<file path="config.mk">
export PLATFORM = sky130hd
export DESIGN_NAME = bp_be_fe_queue_rx
export DESIGN_NICKNAME = d
export VERILOG_FILES = /design/src/rtl/bp_be_fe_queue_rx_pkg.sv /design/src/rtl/bp_be_fe_cmd_reg.sv /design/src/rtl/bp_be_fe_queue_rx.sv
export SDC_FILE = /design/constraint.sdc
export NUM_CORES = 1
export LEC_CHECK = 0
export ABC_AREA = 1
export CORE_ASPECT_RATIO = 1.75
export CORE_MARGIN = 3
export CORE_UTILIZATION = 45
export CTS_BUF_LIST = sky130_fd_sc_hd__clkbuf_4 sky130_fd_sc_hd__clkbuf_8
export CTS_CLUSTER_SIZE = 16
export DETAILED_ROUTE_END_ITERATION = 8
export PLACE_DENSITY_LB_ADDON = 0.1
export SYNTH_ARGS = -nofsm -noshare
export SYNTH_HDL_FRONTEND = slang
export SYNTH_HIERARCHICAL = 1
export SYNTH_SLANG_ARGS = --single-unit
</file>
<file path="constraint.sdc">
create_clock -name clk_i -period 15.44 [get_ports clk_i]
set_input_delay 2.316 -clock clk_i [delete_from_list [all_inputs] [get_ports clk_i]]
set_output_delay 2.316 -clock clk_i [all_outputs]
set_load 0.005 [all_outputs]
</file>
<file path="src/rtl/bp_be_fe_queue_rx_pkg.sv">
`default_nettype none
// ============================================================================
// Module      : bp_be_fe_queue_rx_pkg
// Description : Shared constants and helpers for the BE-side fe_queue
//               receiver. Packets stay opaque; only pointer sizing and
//               pointer arithmetic live here.
// Revision    : 1.0 - initial release
// ============================================================================
package bp_be_fe_queue_rx_pkg;

    localparam int c_DEFAULT_ELS = 8;

    // Pointer width: index bits plus one wrap bit to tell full from empty
    function automatic int calc_ptr_w(input int els);
        return $clog2(els) + 1;
    endfunction

endpackage
`default_nettype wire

</file>
<file path="src/rtl/bp_be_fe_cmd_reg.sv">
`default_nettype none
// ============================================================================
// Module      : bp_be_fe_cmd_reg
// Description : One-entry valid/yumi register holding the fe_cmd packet
//               launched to the front end. A new command is accepted only
//               when empty, so there is always one bubble between commands.
// Revision    : 1.0 - initial release
// ============================================================================
module bp_be_fe_cmd_reg #(
    parameter int WIDTH = 96
) (
    input  logic             clk,
    input  logic             rst_n,
    input  logic [WIDTH-1:0] i_data,
    input  logic             i_v,
    output logic             o_ready,
    output logic [WIDTH-1:0] o_data,
    output logic             o_v,
    input  logic             i_yumi
);

    logic             r_v;
    logic [WIDTH-1:0] r_data;
    logic             w_load;

    assign o_ready = ~r_v & rst_n;
    assign w_load  = i_v & o_ready;

    // Valid flag: set on load, cleared when the front end consumes it
    always_ff @(posedge clk or negedge rst_n) begin
        if (!rst_n) begin
            r_v <= 1'b0;
        end else if (w_load) begin
            r_v <= 1'b1;
        end else if (i_yumi) begin
            r_v <= 1'b0;
        end
    end

    // Payload needs no reset; it is only observed while valid
    always_ff @(posedge clk) begin
        if (w_load) begin
            r_data <= i_data;
        end
    end

    assign o_v    = r_v;
    assign o_data = r_data;

endmodule
`default_nettype wire

</file>
<file path="src/rtl/bp_be_fe_queue_rx.sv">
`default_nettype none
// ============================================================================
// Module      : bp_be_fe_queue_rx
// Description : BE endpoint of the FE/BE interface. Buffers fe_queue packets
//               in a replayable circular buffer (enqueue/issue/commit
//               pointers), presents the oldest unissued entry to issue, and
//               launches fe_cmd packets through a one-entry register.
//               Build option BP_BE_FE_QUEUE_ROLL_EN enables the commit
//               pointer and roll (replay); otherwise slots free at issue.
// Revision    : 1.0 - initial release
// ============================================================================
module bp_be_fe_queue_rx
    import bp_be_fe_queue_rx_pkg::*;
#(
    parameter int fe_queue_width_p = 128,
    parameter int fe_cmd_width_p   = 96,
    parameter int els_p            = c_DEFAULT_ELS
) (
    input  logic                        clk_i,
    input  logic                        reset_n_i,
    input  logic [fe_queue_width_p-1:0] fe_queue_i,
    input  logic                        fe_queue_v_i,
    output logic                        fe_queue_ready_o,
    output logic [fe_queue_width_p-1:0] issue_pkt_o,
    output logic                        issue_v_o,
    input  logic                        issue_yumi_i,
    input  logic                        commit_i,
    input  logic                        roll_i,
    input  logic                        clr_i,
    input  logic [fe_cmd_width_p-1:0]   cmd_i,
    input  logic                        cmd_v_i,
    output logic                        cmd_ready_o,
    output logic [fe_cmd_width_p-1:0]   fe_cmd_o,
    output logic                        fe_cmd_v_o,
    input  logic                        fe_cmd_yumi_i
);

    localparam int c_PTR_W = calc_ptr_w(els_p);
    localparam int c_IDX_W = c_PTR_W - 1;
    localparam logic [c_PTR_W-1:0] c_WRAP = {1'b1, {c_IDX_W{1'b0}}};

    logic [fe_queue_width_p-1:0] r_mem [els_p];
    logic [c_PTR_W-1:0]          r_wptr;
    logic [c_PTR_W-1:0]          r_rptr;
    logic [c_PTR_W-1:0]          w_cptr;
    logic                        w_full;
    logic                        w_enq;
    logic                        w_deq;

    assign w_enq = fe_queue_v_i & fe_queue_ready_o;
    assign w_deq = issue_yumi_i & issue_v_o;

`ifdef BP_BE_FE_QUEUE_ROLL_EN
    logic [c_PTR_W-1:0] r_cptr;
    logic [c_PTR_W-1:0] w_cptr_next;
    logic               w_cmt;

    assign w_cmt       = commit_i & (r_cptr != r_rptr);
    assign w_cptr_next = r_cptr + c_PTR_W'(w_cmt);
    assign w_cptr      = r_cptr;

    // Pointer update; roll rewinds issue to the post-commit boundary so the
    // ordering cptr <= rptr holds even with a same-cycle commit
    always_ff @(posedge clk_i or negedge reset_n_i) begin
        if (!reset_n_i) begin
            r_wptr <= '0;
            r_rptr <= '0;
            r_cptr <= '0;
        end else if (clr_i) begin
            r_wptr <= '0;
            r_rptr <= '0;
            r_cptr <= '0;
        end else begin
            r_wptr <= r_wptr + c_PTR_W'(w_enq);
            r_cptr <= w_cptr_next;
            if (roll_i) begin
                r_rptr <= w_cptr_next;
            end else begin
                r_rptr <= r_rptr + c_PTR_W'(w_deq);
            end
        end
    end

    a_commit_legal: assert property (@(posedge clk_i) disable iff (!reset_n_i)
        commit_i |-> (r_cptr != r_rptr));
`else
    // Without replay, a slot frees as soon as it issues
    assign w_cptr = r_rptr;

    logic w_unused;
    assign w_unused = commit_i ^ roll_i;

    // Pointer update; clear wins over enqueue and issue
    always_ff @(posedge clk_i or negedge reset_n_i) begin
        if (!reset_n_i) begin
            r_wptr <= '0;
            r_rptr <= '0;
        end else if (clr_i) begin
            r_wptr <= '0;
            r_rptr <= '0;
        end else begin
            r_wptr <= r_wptr + c_PTR_W'(w_enq);
            r_rptr <= r_rptr + c_PTR_W'(w_deq);
        end
    end
`endif

    a_yumi_legal: assert property (@(posedge clk_i) disable iff (!reset_n_i)
        issue_yumi_i |-> issue_v_o);

    assign w_full           = ((r_wptr ^ w_cptr) == c_WRAP);
    assign fe_queue_ready_o = ~w_full & ~fe_cmd_v_o & reset_n_i;
    assign issue_v_o        = (r_rptr != r_wptr) & reset_n_i;
    assign issue_pkt_o      = r_mem[r_rptr[c_IDX_W-1:0]];

    // Storage write; a packet arriving alongside a clear is dropped
    always_ff @(posedge clk_i) begin
        if (w_enq && !clr_i) begin
            r_mem[r_wptr[c_IDX_W-1:0]] <= fe_queue_i;
        end
    end

    bp_be_fe_cmd_reg #(
        .WIDTH (fe_cmd_width_p)
    ) u_cmd_reg (
        .clk     (clk_i),
        .rst_n   (reset_n_i),
        .i_data  (cmd_i),
        .i_v     (cmd_v_i),
        .o_ready (cmd_ready_o),
        .o_data  (fe_cmd_o),
        .o_v     (fe_cmd_v_o),
        .i_yumi  (fe_cmd_yumi_i)
    );

endmodule
`default_nettype wire

</file>
# Word-level counts from Yosys, hierarchy flattened
# Memories as Yosys holds them, arrays and structs flattened.
# Cells that the tools add are included.
[op_classes] reduce_logical=3 n_mux=6 add_sub_neg=2 eq_ne=2 bitwise_logic=10
[op_table] op="$add 4x1->4" count=2
[op_table] op="$mux 4" count=2
[op_table] op="$and 1x1->1" count=7
[op_table] op="$eq 4x4->1 const B" count=1
[op_table] op="$mux 1" count=4
[op_table] op="$ne 4x4->1" count=1
[op_table] op="$xor 4x4->4" count=1
[op_table] op="$not 1->1" count=2
[op_table] op="$reduce_bool 2->1" count=1
[op_table] op="$logic_and 1x1->1" count=1
[op_table] op="$logic_not 1->1" count=1
[totals] output_inout_bits=228 register_bits=105 elab_cells=28 input_bits=233 n_memories=1 ram_bits=1024
[memory_table] name="r_mem" words=8 width=128 read_ports=1 rd_clocked_by_memory_dff=0 wr=1 line_no="bp_be_fe_queue_rx.sv:42" rtl="logic [fe_queue_width_p-1:0] r_mem [els_p];"

# Depth between registers and ports, before layout
# Gate-level depths: netlist of run 1.
[depth] ltp_word=9 mapped_depth=13 depth_no_buf=11

# By module
# Netlist of run 1, hierarchy kept.
[modules_own_cells] module="bp_be_fe_queue_rx" seq_area_each_um2=30949.7 cells_per_inst=2971 area_per_inst_um2=39912.0 n_inst=1
[modules_own_cells] module="bp_be_fe_cmd_reg" seq_area_each_um2=2907.8 cells_per_inst=105 area_per_inst_um2=2944.1 n_inst=1

# Worst setup path before layout of run 1
# Ideal clock, no wire load.
[synth_path] path_kind="input port to flip-flop" start="input reset_n_i" end="memory r_mem[0][0] (enable)" t_arrival_ps=8056 setup_time_ps=617 n_path_buf=0 slack_ps=6767 required_time_ps=14823 path_stages=4 path_cell_list="inv_1 > nor2_1 > nand4_2 > nor2_1"
[synth_via] elab_chain_len=5
[synth_lines] item="start, declared" line_no="bp_be_fe_queue_rx.sv:20" rtl="input logic reset_n_i,"
[synth_lines] item="$and 1x1->1" line_no="bp_be_fe_queue_rx.sv:112" rtl="assign fe_queue_ready_o = ~w_full & ~fe_cmd_v_o & reset_n_i;"
[synth_lines] item="$and 1x1->1" line_no="bp_be_fe_queue_rx.sv:50" rtl="assign w_enq = fe_queue_v_i & fe_queue_ready_o;"
[synth_lines] item="$logic_and 1x1->1" line_no="bp_be_fe_queue_rx.sv:118" rtl="if (w_enq && !clr_i) begin"
[synth_lines] item="$mux 1" line_no="bp_be_fe_queue_rx.sv:118"
[synth_lines] item="$mux 1 (not written as such)" line_no="bp_be_fe_queue_rx.sv:119" rtl="r_mem[r_wptr[c_IDX_W-1:0]] <= fe_queue_i;"
[synth_lines] item="end, declared" line_no="bp_be_fe_queue_rx.sv:42"
# No other way between the ends.

# Worst setup path in the final report of run 1
[layout_path] start="register r_rptr[0]" end="output issue_pkt_o[64]"
[layout_via] elab_chain_len=1
[layout_lines] item="start, declared" line_no="bp_be_fe_queue_rx.sv:44" rtl="logic [c_PTR_W-1:0] r_rptr;"
[layout_lines] item="start signal, assigned" line_no="bp_be_fe_queue_rx.sv:103" rtl="r_rptr <= r_rptr + c_PTR_W'(w_deq);"
[layout_lines] item="$mem_v2 8x128"
[layout_lines] item="end, declared" line_no="bp_be_fe_queue_rx.sv:24" rtl="output logic [fe_queue_width_p-1:0] issue_pkt_o,"
# No other way between the ends.

==> impl_metrics.py, run 1 <==
metrics = {
    "routing": {
        "drc": 0,
        "firstDrtPassIters": 6,
        "drtIter0Drc": 1759,
        "postRouteAntennaNets": 0,
        "wl_mm": 113,
        "wl_per_cell_um": 23.2,
        "viasPerCell": 5.52,
        "vias": 27000,
    },
    "placement": {
        "routabilityCongestion": 0.721,
        "dp_slack_ps": 8540,
        "io_buffers": 458,
        "placed_area_um2": 48300,
        "dp_hpwl_mm": 58.9,
    },
    "job": {
        "maxCapViolations": 0,
    },
    "worst_setup_path": {
        "crit_path_max_fanout": 120,
        "crit_buf_inv": 4,
        "critical_path.endpoint_type": "output port",
        "cp_cell_sequence": "buf_4 > buf_4 > buf_4 > o21ai_0 > o22ai_1 > nand2_1 > nand2_1 > clkdlybuf4s50_1",
        "startpoint_type": "flip-flop",
        "max_stage_delay_ps": 1030,
        "critPathRequiredTime_ps": 13120,
        "cp_common_cell": "buf_4",
        "cpMaxStageDelayCell": "buf_4",
        "cpLargestDelayFamily": "buffers and inverters",
        "critical_path_class": "flip-flop to output port",
        "crit_arrival_ps": 5380,
    },
    "logic_synthesis": {
        "syn_inst": 3076,
        "syn_nets": 3313,
        "yosysUniqueCellTypes": 24,
        "synth_area_um2": 42900,
        "synth_area_per_cell_um2": 13.9,
        "yosysWarnings": 6,
        "synth_seq_cells": 1129,
        "synth_edf_count": 1120,
        "async_flop_share": 0.00797,
        "ys_seq_area_frac": 0.790,
        "synthFlopType": "edfxtp_1",
    },
    "floorplanning": {
        "io_pins": 461,
        "initial_core_util": 0.454,
        "coreArea_um2": 94300,
        "die_area_um2": 99100,
        "fp.dieW_um": 239,
        "rows": 149,
        "die_height_um": 414,
    },
    "clocking": {
        "cts_tree": "built",
        "post_cts.repair.setup_buffers": 0,
        "clock_latency_ps": 850,
        "clk_path_buf_depth": 3,
        "clkTransAtPathRegs_ps": 60,
        "root_buffer": "clkbuf_8",
        "h-tree-depth": 4,
        "post_cts_resized": 0,
        "ctsHoldBuffers": 0,
        "cts_made_buffers": 159,
        "clock_sinks": 1129,
    },
    "finish": {
        "final_common_cell": "edfxtp_1",
        "final_nets": 3771,
        "finish.instance_area_um2": 51500,
        "fin_util": 0.545,
        "syn2layout_area_growth_pct": 20.1,
        "regArea_um2": 33900,
        "drive_gt1_frac": 0.0825,
        "multi_input_area_um2": 7890,
        "n_fill_cell": 7672,
        "final_cell_mix": "edfxtp_1, nor2_1, o21ai_0, clkdlybuf4s50_1, nand2_1",
    },
    "power_and_ir_drop": {
        "p_leak_nw": 17.4,
        "p_total_mw": 6.08,
        "power_density_nw_per_um2": 118,
        "ir_drop_mv": 0.0775,
    },
    "sta": {
        "fin_crit_ps": 7690,
        "relSlewSlack": 0.172,
        "finClkSkew_ps": 34.0,
        "fmax_ghz": 0.130,
        "setup_viol": 0,
        "maxSlewViolCount": 0,
        "rsz0062_at_grt": "no",
        "period_share": 0.498,
        "fin_setup_tns_ps": 0,
        "tightest_slew_ps": 1240,
        "final.setup.worst_slack_ps": 7750,
        "hold_viol": 0,
    },
    "min_path": {
        "min-delay-path-class": "flip-flop to flip-flop",
    },
    "global_route": {
        "grt_use_total": 0.227,
        "antenna_found_initial": 26,
        "grt_pass1_wl_mm": 169,
        "grt_max_degree": 281,
        "grt_pass1_vias": 27800,
        "grt_remaining_overflow": 0,
    },
    "outcome": {
        "run_status": "completed",
    },
}
==> worst reg2reg max path, stage by stage, from the launching register on <==
cell,delay (ps)
dfrtp_4,810
inv_6,960
nand2_1,200
nand2_1,110
nor2_1,70
nand2_1,90
nand4_2,440
nor2_4,230
buf_4,660
buf_4,840
==> cells by family (layout without fill, tap and decap cells) <==
group	count (synthesis)	in the layout	synth area share
xor gates and xnor gates	1	1	0.000204
buffers and inverters	222	806	0.0272
DFF	1129	1129	0.790
other	0	19	0
AOI/OAI and AO/OA	774	774	0.0979
and+or+nand+nor	946	946	0.0836
adders and majority gates	4	4	0.00117
==> cells in the mapped netlist, types with 11 or more instances <==
master | count | area share
o22ai_1 | 256 | 0.037
clkbuf_1 | 94 | 0.0082
buf_4 | 15 | 0.0026
o21ai_0 | 462 | 0.054
nor2_1 | 531 | 0.047
buf_6 | 25 | 0.0066
o21ai_1 | 53 | 0.0062
nand3_1 | 11 | 0.0013
buf_2 | 49 | 0.0057
edfxtp_1 | 1120 | 0.78
nand2_1 | 401 | 0.035
inv_1 | 19 | 0.0017
==> sequential cells by signal, summed over array words and instances (netlist names) <==
signal            cells
r_mem              1024
u_cmd_reg/o_data     96
u_cmd_reg/o_v         1
r_rptr                4
r_wptr                4
==> metal layers <==
layer	part of all wire	global-route usage	vias to the layer above
li1	-	-	12300
met1	0.39	0.271	13400
met2	0.50	0.381	1061
met3	0.080	0.0688	248
met4	0.033	0.0947	16
met5	0.00096	0	-
==> report_power, final <==
| group | internal [mW] | leakage (nW) | switching (mW) |
|---|---|---|---|
| clock | 1.23 | 1.67 | 1.09 |
| combinational | 0.156 | 5.48 | 0.193 |
| sequential | 3.40 | 10.2 | 0.00951 |
==> worst paths after layout <==
kind                           start              end  slack, ps  depth (start not counted)
setup / recovery           r_rptr[0]  issue_pkt_o[64]       7750                          8
hold / removal             r_wptr[3]        r_wptr[3]        570                          2
setup reg to reg           r_rptr[1]     r_mem[6][51]      10550                          9
min in group asynchronous  reset_n_i        r_wptr[0]       1800                          2
max in group asynchronous  reset_n_i        r_rptr[0]      13450                          2
hold reg to reg            r_wptr[3]        r_wptr[3]        570                          2
==> final cells by class <==
cell class | instances | area share
repair buffers | 497 | 0.0948
inverters | 22 | 0.00216
diodes | 19 | 0.000924
well taps | 1208 | 0.0294
flip-flops and latches | 1129 | 0.658
clock buffers | 224 | 0.0533
clock inverters | 63 | 0.00781
multi-input cells | 1725 | 0.153
==> through the flow <==
stage	std cells	hold slack, ps
global route	4879	621
detailed placement	4581	568
CTS	4868	579
floorplan	3076	515
global placement	4581	538
finish	4887	574
(Power assumes the default switching activity.)
==> run 2, diff against run 1 <==
==> constraint.sdc (replaced) <==
create_clock -name clk_i -period 7.9 [get_ports clk_i]
set_input_delay 1.185 -clock clk_i [delete_from_list [all_inputs] [get_ports clk_i]]
set_output_delay 1.185 -clock clk_i [all_outputs]
set_load 0.005 [all_outputs]
==> impl_metrics.py, run 2 (synthesized netlist as in run 1, its figures left out) <==
metrics = {
    "global_route": {
        "grt_max_degree": 303,
        "antenna_found_initial": 26,
        "grt_remaining_overflow": 0,
        "grt_pass1_wl_mm": 167,
        "grt_use_total": 0.224,
        "grt_pass1_vias": 27600,
    },
    "sta": {
        "period_share": 0.753,
        "fin_crit_ps": 5950,
        "finClkSkew_ps": 25.4,
        "tightest_slew_ps": 1190,
        "setup_viol": 0,
        "fin_setup_tns_ps": 0,
        "maxSlewViolCount": 0,
        "relSlewSlack": 0.208,
        "fmax_ghz": 0.168,
        "rsz0062_at_grt": "no",
        "final.setup.worst_slack_ps": 1950,
        "whs_ps": 559,
        "hold_viol": 0,
    },
    "clocking": {
        "ctsHoldBuffers": 0,
        "clk_path_buf_depth": 3,
        "post_cts_resized": 0,
        "post_cts.repair.setup_buffers": 0,
        "clkTransAtPathRegs_ps": 60,
        "root_buffer": "clkbuf_8",
        "clock_latency_ps": 830,
        "cts_tree": "built",
        "h-tree-depth": 4,
        "clock_sinks": 1129,
        "cts_made_buffers": 160,
    },
    "routing": {
        "wl_mm": 113,
        "firstDrtPassIters": 5,
        "drtIter0Drc": 1830,
        "wl_per_cell_um": 23.2,
        "postRouteAntennaNets": 0,
        "viasPerCell": 5.55,
        "drc": 0,
        "vias": 27000,
    },
    "finish": {
        "final_nets": 3764,
        "final_cell_mix": "edfxtp_1, nor2_1, o21ai_0, clkdlybuf4s50_1, nand2_1",
        "fin_util": 0.544,
        "syn2layout_area_growth_pct": 19.8,
        "finish.instance_area_um2": 51400,
        "drive_gt1_frac": 0.0762,
        "instances_no_fill": 4859,
        "final_common_cell": "edfxtp_1",
        "largest_register_ffs": 1024,
    },
    "floorplanning": {
        "coreArea_um2": 94300,
        "rows": 149,
        "initial_core_util": 0.454,
        "io_pins": 461,
        "die_height_um": 414,
        "die_area_um2": 99100,
        "fp.dieW_um": 239,
    },
    "worst_setup_path": {
        "crit_arrival_ps": 4760,
        "cpMaxStageDelayCell": "buf_4",
        "startpoint_type": "flip-flop",
        "critical_path_class": "flip-flop to output port",
        "path_depth": 7,
        "critical_path.endpoint_type": "output port",
        "cp_cell_sequence": "buf_12 > buf_4 > o21ai_0 > o22ai_1 > nand2_1 > nand2_1 > clkdlybuf4s50_1",
        "critPathRequiredTime_ps": 6710,
        "crit_buf_inv": 3,
        "cp_common_cell": "nand2_1",
        "reg2regPathDepth": 8,
        "max_stage_delay_ps": 930,
        "crit_path_max_fanout": 246,
        "cpLargestDelayFamily": "buffers and inverters",
    },
    "power_and_ir_drop": {
        "power_density_nw_per_um2": 227,
        "p_total_mw": 11.6,
        "p_leak_nw": 17.3,
        "ir_drop_mv": 0.149,
    },
    "placement": {
        "placed_area_um2": 48400,
        "dp_hpwl_mm": 57.5,
        "io_buffers": 458,
        "routabilityCongestion": 0.748,
        "dp_slack_ps": 2740,
        "place_inst": 4573,
    },
    "job": {
        "maxCapViolations": 0,
    },
    "outcome": {
        "run_status": "completed",
    },
    "min_path": {
        "whs_path_depth": 2,
        "min-delay-path-class": "flip-flop to flip-flop",
    },
}
==> run 2: per-layer routing <==
metal	global-route usage	up-vias	routed length, um
met5	0	-	114
met4	0.0832	16	3420
met3	0.0710	233	9100
met2	0.387	962	56700
met1	0.261	13500	43400
li1	-	12300	-
==> run 2: power breakdown <==
group	leakage (nW)	switching (mW)	total [mW]	internal, mW
logic	5.48	0.369	0.675	0.306
registers	10.2	0.0246	6.67	6.65
clock network	1.55	2.11	4.30	2.19
total	17.3	2.50	11.6	9.14
==> run 2: worst min-delay path, stage by stage, from the launching register on <==
cell and delay [ps]:
dfrtp_1 380, inv_1 80, a21oi_1 60
==> run 2: final cells by class <==
cell class | instances | area, um^2
inverters | 22 | 114
clock inverters | 60 | 285
repair buffers | 489 | 5000
multi-input cells | 1725 | 7890
clock buffers | 211 | 2640
diodes | 15 | 37.5
well taps | 1208 | 1510
flip-flops and latches | 1129 | 33900
fillers | 7655 | 43000
==> run 2: worst paths after layout <==
| kind | start | end | slack, ps |
|---|---|---|---|
| worst min-delay path | r_rptr[3] | r_rptr[3] | 560 |
| max in group asynchronous | reset_n_i | r_rptr[1] | 7030 |
| worst min register to register | r_rptr[3] | r_rptr[3] | 560 |
| min in group asynchronous | reset_n_i | u_cmd_reg/o_v | 660 |
| worst max-delay path | r_rptr[0] | issue_pkt_o[16] | 1950 |
| worst max register to register | r_rptr[1] | r_mem[6][22] | 3120 |
==> run 3, diff against run 2 <==
==> constraint.sdc (replaced) <==
create_clock -name clk_i -period 4.9 [get_ports clk_i]
set_input_delay 0.735 -clock clk_i [delete_from_list [all_inputs] [get_ports clk_i]]
set_output_delay 0.735 -clock clk_i [all_outputs]
set_load 0.005 [all_outputs]
==> impl_metrics.py, run 3 (synthesized netlist as in run 1, its figures left out) <==
metrics = {
    "sta": {
        "rsz0062_at_grt": "no",
        "period_share": 0.880,
        "hold_viol": 0,
        "final.setup.worst_slack_ps": 587,
        "tightest_slew_ps": 1250,
        "finClkSkew_ps": 30.8,
        "maxSlewViolCount": 0,
        "setup_viol": 0,
        "relSlewSlack": 0.167,
        "fin_setup_tns_ps": 0,
        "fin_crit_ps": 4310,
        "fmax_ghz": 0.232,
    },
    "worst_setup_path": {
        "cpMaxStageDelayCell": "dfrtp_4",
        "critical_path.endpoint_type": "output port",
        "critPathRequiredTime_ps": 4160,
        "max_stage_delay_ps": 670,
        "startpoint_type": "flip-flop",
        "cp_cell_sequence": "inv_6 > buf_12 > o21ai_0 > o22ai_1 > nand2_1 > nand2_1 > clkdlybuf4s50_1",
        "crit_path_max_fanout": 62,
        "crit_arrival_ps": 3580,
        "critical_path_class": "flip-flop to output port",
        "cp_common_cell": "nand2_1",
    },
    "routing": {
        "drc": 0,
        "wl_per_cell_um": 23.3,
        "firstDrtPassIters": 7,
        "viasPerCell": 5.53,
        "drtIter0Drc": 1832,
        "wl_mm": 113,
        "vias": 26900,
        "postRouteAntennaNets": 0,
    },
    "finish": {
        "final_nets": 3777,
        "final_common_cell": "edfxtp_1",
        "syn2layout_area_growth_pct": 20.8,
        "final_cell_mix": "edfxtp_1, nor2_1, o21ai_0, clkdlybuf4s50_1, nand2_1",
        "finish.instance_area_um2": 51800,
        "drive_gt1_frac": 0.0837,
        "largest_register_ffs": 1024,
    },
    "global_route": {
        "grt_pass1_vias": 27200,
        "antenna_found_initial": 19,
        "grt_use_met2": 0.382,
        "grt_remaining_overflow": 0,
        "grt_pass1_wl_mm": 168,
        "grt_max_degree": 234,
        "grt_util_met1": 0.270,
        "use_met3": 0.0655,
        "grt-busiest-layer": "met2",
        "grt_use_total": 0.225,
    },
    "clocking": {
        "clock_sinks": 1129,
        "cts_made_buffers": 160,
        "clk_path_buf_depth": 3,
        "post_cts_resized": 0,
        "root_buffer": "clkbuf_8",
        "clkTransAtPathRegs_ps": 60,
        "h-tree-depth": 4,
        "post_cts.repair.setup_buffers": 0,
        "clock_latency_ps": 840,
        "cts_tree": "built",
        "ctsHoldBuffers": 0,
    },
    "min_path": {
        "min-delay-path-class": "input port to async pin",
    },
    "power_and_ir_drop": {
        "power_density_nw_per_um2": 369,
        "ir_drop_mv": 0.238,
        "p_total_mw": 19.1,
        "p_leak_nw": 17.5,
    },
    "placement": {
        "routabilityCongestion": 0.767,
        "dp_hpwl_mm": 60.2,
        "io_buffers": 458,
        "placed_area_um2": 48700,
        "dp_slack_ps": 1350,
    },
    "floorplanning": {
        "io_pins": 461,
        "die_area_um2": 99100,
        "coreArea_um2": 94300,
        "die_height_um": 414,
        "rows": 149,
        "initial_core_util": 0.454,
        "fp.dieW_um": 239,
    },
    "job": {
        "maxCapViolations": 0,
    },
    "outcome": {
        "run_status": "completed",
    },
}
run 3: cell count changes in the layout (fill, tap and decap cells not counted), sizes merged:
cell / delta
inv: -1
bufinv: +6
clkbuf: +3
clkinv: -5
diode: -6
buf: +13
clkinvlp: +2
run 3: layer usage:
layer	share of wire	wire (um)
met5	0.00091	103
met4	0.034	3890
met3	0.077	8730
met2	0.50	56300
met1	0.39	44300
run 3: final timing paths:
kind | slack (ps) | end | depth (start not counted) | start
worst max register to register | 1440 | r_mem[3][22] | 8 | r_rptr[0]
min in group clk_i | 450 | u_cmd_reg/o_data[18] | 1 | cmd_i[18]
worst min-delay path | 230 | u_cmd_reg/o_v | 2 | reset_n_i
worst min register to register | 560 | r_rptr[3] | 2 | r_rptr[3]
worst max-delay path | 590 | issue_pkt_o[105] | 7 | r_rptr[1]
max in group asynchronous | 4460 | r_rptr[2] | 2 | reset_n_i
run 3: per-stage QoR:
| stage | std cells | hold slack (ps) | util |
|---|---|---|---|
| 6_report | 4871 | 234 | 0.549 |
| 5_1_grt | 4867 | 170 | 0.549 |
| 4_1_cts | 4862 | 149 | 0.549 |
| 3_5_place_dp | 4586 | 553 | 0.516 |
| 3_3_place_gp | 4586 | 535 | 0.516 |
| 2_1_floorplan | 3076 | 439 | - |
run 3: critical path: cells and delay by family (launching register included):
| family | cells | cell delay [ps] |
|---|---|---|
| simple gates | 2 | 290 |
| flops | 1 | 670 |
| compound gates | 2 | 290 |
| buf+inv | 3 | 1460 |
run 3: final cells by class:
| cell class | count | area [um^2] |
|---|---|---|
| fill | 7643 | 42500 |
| timing repair buffer | 502 | 5280 |
| inverter | 22 | 111 |
| clock inverter | 62 | 460 |
| antenna | 9 | 22.5 |
| multi-input combinational | 1725 | 7890 |
| tap | 1208 | 1510 |
| clock buffer | 214 | 2640 |
| sequential | 1129 | 33900 |
run 3: power by group:
part           switching (mW)  leakage, nW  internal, mW
clock                    3.41         1.64          3.85
sequential             0.0290         10.2          10.7
combinational           0.612         5.60         0.504
total                    4.05         17.5          15.1
